--- src/rtl/base_nburp.sv ---
`default_nettype none
// ============================================================================
// Module   : base_nburp
// Brief    : N-entry burp buffer with zero-latency empty bypass and
//            flop-driven ready/almost-full.
// Revision : 1.0
// ============================================================================
module base_nburp #(
  parameter int unsigned width = 1,
  parameter int unsigned depth = 1,
  parameter int unsigned afull = depth
) (
  input  logic                       clk,
  input  logic                       reset,
  input  logic                       din_v,
  output logic                       din_r,
  input  logic [width-1:0]           din_d,
  output logic                       dout_v,
  input  logic                       dout_r,
  output logic [width-1:0]           dout_d,
  output logic                       din_af,
  output logic [$clog2(depth+1)-1:0] cnt
);

  localparam int unsigned     c_CW    = $clog2(depth + 1);
  localparam int unsigned     c_PW    = (depth > 1) ? $clog2(depth) : 1;
  localparam logic [c_CW-1:0] c_FULL  = c_CW'(depth);
  localparam logic [c_CW-1:0] c_AFULL = c_CW'(afull);
  localparam logic [c_PW-1:0] c_LAST  = c_PW'(depth - 1);

  logic [c_CW-1:0]  cnt_q, cnt_d;
  logic [c_PW-1:0]  rd_ptr_q, rd_ptr_d;
  logic [c_PW-1:0]  wr_ptr_q, wr_ptr_d;
  logic             din_r_q;
  logic             din_af_q;
  logic [width-1:0] w_head;
  logic             w_empty;
  logic             w_acc_in;
  logic             w_acc_out;
  logic             w_push;
  logic             w_pop;

  assign w_empty   = (cnt_q == '0);
  assign dout_v    = din_v | ~w_empty;
  assign w_acc_in  = din_v & din_r_q;
  assign w_acc_out = dout_v & dout_r;
  // An empty buffer with a ready consumer forwards the beat without storing it.
  assign w_push    = w_acc_in & ~(w_empty & dout_r);
  assign w_pop     = w_acc_out & ~w_empty;

  always_comb begin
    cnt_d    = cnt_q;
    rd_ptr_d = rd_ptr_q;
    wr_ptr_d = wr_ptr_q;
    if (w_push) begin
      wr_ptr_d = (wr_ptr_q == c_LAST) ? '0 : wr_ptr_q + c_PW'(1);
    end
    if (w_pop) begin
      rd_ptr_d = (rd_ptr_q == c_LAST) ? '0 : rd_ptr_q + c_PW'(1);
    end
    case ({w_push, w_pop})
      2'b10:   cnt_d = cnt_q + c_CW'(1);
      2'b01:   cnt_d = cnt_q - c_CW'(1);
      default: cnt_d = cnt_q;
    endcase
  end

  // Ready and almost-full are registered from next-state count so neither
  // depends combinationally on dout_r.
  always_ff @(posedge clk or posedge reset) begin
    if (reset) begin
      cnt_q    <= '0;
      rd_ptr_q <= '0;
      wr_ptr_q <= '0;
      din_r_q  <= 1'b1;
      din_af_q <= (c_AFULL == '0);
    end else begin
      cnt_q    <= cnt_d;
      rd_ptr_q <= rd_ptr_d;
      wr_ptr_q <= wr_ptr_d;
      din_r_q  <= (cnt_d != c_FULL);
      din_af_q <= (cnt_d >= c_AFULL);
    end
  end

  generate
    if (depth == 1) begin : g_single
      logic [width-1:0] entry_q;
      always_ff @(posedge clk) begin
        if (w_push) begin
          entry_q <= din_d;
        end
      end
      assign w_head = entry_q;
    end else begin : g_multi
      logic [width-1:0] store_q [depth];
      always_ff @(posedge clk) begin
        if (w_push) begin
          store_q[wr_ptr_q] <= din_d;
        end
      end
      assign w_head = store_q[rd_ptr_q];
    end
  endgenerate

  assign dout_d = w_empty ? din_d : w_head;
  assign din_r  = din_r_q;
  assign din_af = din_af_q;
  assign cnt    = cnt_q;

endmodule
`default_nettype wire

--- config.mk ---
export PLATFORM = sky130hd
export DESIGN_NAME = base_nburp
export DESIGN_NICKNAME = d
export VERILOG_FILES = /design/src/rtl/base_nburp.sv
export SDC_FILE = /design/constraint.sdc
export NUM_CORES = 1
export LEC_CHECK = 0
export BUFFER_PORTS_ARGS = -buffer_cell sky130_fd_sc_hd__buf_2
export CORE_AREA = 2 2 39 41
export DETAILED_ROUTE_END_ITERATION = 12
export DIE_AREA = 0 0 41 43
export GPL_TIMING_DRIVEN = 1
export PLACE_DENSITY_LB_ADDON = 0.15
export SYNTH_ARGS = -nofsm -noshare
export SYNTH_HDL_FRONTEND = slang
export SYNTH_SLANG_ARGS = --single-unit
--- constraint.sdc ---
create_clock -name clk -period 1.99 [get_ports clk]
set_input_delay 0.398 -clock clk [delete_from_list [all_inputs] [get_ports clk]]
set_output_delay 0.398 -clock clk [all_outputs]
set_load 0.01 [all_outputs]
== Word-level counts from Yosys, hierarchy flattened ==
Cells that the tools add are included.
Widths: inputs -> output; s select.
Cells by class
  reductions and logical operators: 0
  bitwise operators: 9
  magnitude comparators: 1
  equal/unequal tests: 2
  $add $sub $neg: 2
  shift-type cells: 0
  div/mod/pow operators: 0
  muxes and demuxes: 2
  $mul: 0
Operators by type and width (count)
  $and 1x1->1: 5
  $not 1->1: 3
  $eq 2x1->1 const B: 1
  $eq 2x2->1 const B: 1
  $pmux 1 s2: 1
  $add 1x1->1 const B: 1
  $ge 1x1->1 const B: 1
  $mux 1: 1
  $or 1x1->1: 1
  $sub 1x1->1 const B: 1
Word-level totals
  bits in read-only memories: 0
  input port bits: 5
  output and inout port bits: 5
  word-level logic and storage cells: 20
  register bits after elaboration: 4
  RAM bits: 0
  memories kept: 0
  bits in latches: 0

== Depth between registers and ports, before layout ==
  depth in word-level cells: 7
  mapped depth: 2
  mapped depth without buffers: 2

== Worst setup path after synthesis ==
Ideal clock, no wire load.
  kind: reg2out
  from: register cnt_q, in the netlist cnt
  to: output port dout_d
  slack: 753 ps
  cell stages (with the launch flop): 2
  arrival time: 839 ps
  required time: 1592 ps
  buffers on the path: 0
  cell sequence: dfrtp_1 -> mux2_2
Between the ends
  cells in the longest elaborated chain, start to end: 1
Ends and longest elaborated chain
  start: declaration: line 31  | logic [c_CW-1:0] cnt_q, cnt_d;
  start signal: assignment: line 78  | cnt_q <= cnt_d;
  $mux 1: line 106  | assign dout_d = w_empty ? din_d : w_head;
  end: declaration: line 20  | output logic [width-1:0] dout_d,
Every way passes these cells.

== Final worst setup path ==
Ends and elaborated chain as after synthesis.

==> metrics.csv <==
stage,metric,value,unit
cts,ctsResizeCount,0,
critical_path,critical_path.max_stage_delay,0.45,ns
hold_path,min_path_type,primary input to async pin,
yosys,avgSynthCellArea,11.2,um^2
floorplanning,die_area,1760,um^2
critical_path,worstPathCellList,mux2_2 > buf_2,
cells_and_area,syn_to_final_growth,50.0,%
critical_path,r2r-start,din_r,
sta,layout_min_cycle_time,1.56,ns
yosys,ys_seq_elements,3,
yosys,ys.warnings.count,0,
sta,rsz0062_at_grt,false,
yosys,muxShareOfSynthArea,6.72,%
grt,grt_first_pass_wirelength,579,um
sta,setup_violations,0,
place,place_congestion,0.570,
power_and_ir_drop,p_per_area,1150,nW/um^2
critical_path,worst_path_dominant_cell_family,flip-flops,
critical_path,cp_data_required_time,1.59,ns
sta,tns,0,ns
cts,cts_buffer_depth,2,
critical_path,crit_cells,2,
sta,worst_pin_slew,0.218,ns
cells_and_area,fin_util,18.2,%
sta,final.setup_skew,0.00724,ns
floorplanning,fp.dieH,43,um
drt,detail_route.iter0.violations,1,
flow_run,drv_cap,0,
yosys,synth_flop_cell,edfxtp_1,
grt,grt_pass1_vias,141,
place,port-buffer-count,9,
grt,antenna_found_initial,0,
yosys,yosys.cell_count.top_type,inv_1,
cts,cts_tree,built,
sta,hold_viol,0,
sta,drv_slew,0,
cells_and_area,nets,33,
cts,holdBufCountCts,0,
critical_path,worst-path-max-fanout,8,
cells_and_area,final_area,251,um^2
cts,htree_levels,1,
run_status,status,finished clean,
yosys,synthTopCellsByArea,"edfxtp_1 18%, dfstp_2 16%, dfrtp_1 15%",
sta,fmax,641,MHz
cts,clkTransAtPathRegs,0.03,ns
grt,grt_overflow,0,
yosys,synth_top_family_by_area,compound AO/OA/AOI/OAI gates,
drt,via_per_inst,3.65,
sta,fin_crit_sh,78.5,%
cts,cts_made_buffers,3,
grt,grt_max_degree,9,
cells_and_area,n_antenna_cell,0,
sta,slew_headroom,85.4,%
yosys,synth_compound_area_share,17.9,%
cts,post-cts-setup-buffer-count,0,
yosys,synth_xor_xnor_area_share,0,%
cells_and_area,fillers,157,
yosys,yosysTopAreaCell,edfxtp_1,
cts,clock_latency,0.23,ns
cells_and_area,layout-drive-gt1-share,55.6,%
drt,wire_per_inst,8.12,um
yosys,synth_edf_count,1,
critical_path,critPathCaptureType,output port,
critical_path,critPathLaunch,cnt,
yosys,postSynth.asyncResetShare,66.7,%
yosys,synth_cells,15,
critical_path,critPathArrivalTime,1.16,ns
critical_path,crit_type,flip-flop to output port,
yosys,synthAdderAreaFrac,0,%
drt,vias,157,
yosys,syn_nets,20,
critical_path,crit_end,dout_d,
drt,drc,0,
yosys,synth_area,168,um^2
yosys,yosys.area_share.simple,17.9,%
sta,timing.hold.ws,0.0150,ns
critical_path,cp_num_buf_inv,1,
floorplanning,ios,10,
cts,cts.sinks,3,
critical_path,crit_path_start_kind,flip-flop,
yosys,synth_cell_type_count,14,
power_and_ir_drop,power_leakage,0.119,nW
drt,dr.pass1.iters,2,
grt,grtUsageTotal,5.92,%
cts,cts_root_buffer,clkbuf_4,
critical_path,rrSetupSlack,0.96,ns
floorplanning,rows,14,
floorplanning,start_util,12.1,%
floorplanning,die_w,41,um
floorplanning,coreArea,1380,um^2
drt,wl,349,um
critical_path,reg2reg_depth,2,
drt,ant_nets,0,
power_and_ir_drop,ir_drop,188,uV
critical_path,worst_path_max_delay_cell,dfrtp_1,
yosys,yosysSeqAreaShare,48.5,%
place,placed_cell_area,225,um^2
critical_path,rr_endpoint,g_single.entry_q,
yosys,synth.top_cell.area_share,17.9,%
registers in the layout, summed over array words and instances, names as in the netlist:
signal / count
cnt: 1
din_r: 1
g_single.entry_q: 1
cells by family (layout without fill, tap and decap cells):
family / count (synthesis) / in the layout
and+or+nand+nor: 4 / 4
DFF: 3 / 3
muxes: 1 / 1
AOI/OAI and AO/OA: 4 / 4
buffers and inverters: 3 / 15
cell type report:
type / count / area [um^2] / share of cell area [%]
multi-input cells: 9 / 71.3 / 28.4
flip-flops and latches: 3 / 81.3 / 32.3
well taps: 16 / 20.0 / 7.96
repair buffers: 9 / 45.0 / 17.9
clock buffers: 4 / 26.3 / 10.4
inverters: 2 / 7.51 / 2.99
report_power, final:
group	switching (mW)	internal, mW
clock network	0.0312	0.0751
logic	0.0372	0.0423
registers	0.0194	0.0844
total	0.0878	0.202
worst min-delay path by stage:
stage               startpoint   to  slack [ns]  cells past startpoint
finish                   reset  cnt        0.01                      2
floorplan                reset  cnt        0.14                      1
CTS                      reset  cnt        0.01                      2
detailed placement       reset  cnt        0.26                      2
global placement         reset  cnt        0.25                      2
global route             reset  cnt        0.01                      2
routing by layer:
layer	track usage (%)	up-vias	wire length [um]
li1	-	77	-
met1	4.50	73	135
met2	6.56	7	168
met3	7.85	0	45
met4	6.00	0	0
met5	0	-	0
placed cells by master (no fill, tap or decap), drive strengths merged:
cell type	instances
buf	9
clkbuf	4
inv	2
mux2	1
nand2	1
a21oi	1
or2	1
nand3b	1
a21bo	1
and4bb	1
a31o	1
a31oi	1
dfrtp	1
dfstp	1
edfxtp	1
metrics by stage:
| step | power, mW | setup slack, ns | cells |
|---|---|---|---|
| after CTS | 0.295 | 0.397 | 43 |
| after floorplan | 0.157 | 0.753 | 15 |
| final | 0.290 | 0.429 | 43 |
| after global routing | 0.315 | 0.362 | 43 |
| after global placement | 0.187 | 0.662 | 39 |
| after detailed placement | 0.187 | 0.649 | 39 |
No activity file was read; power rests on OpenSTA's default activity.
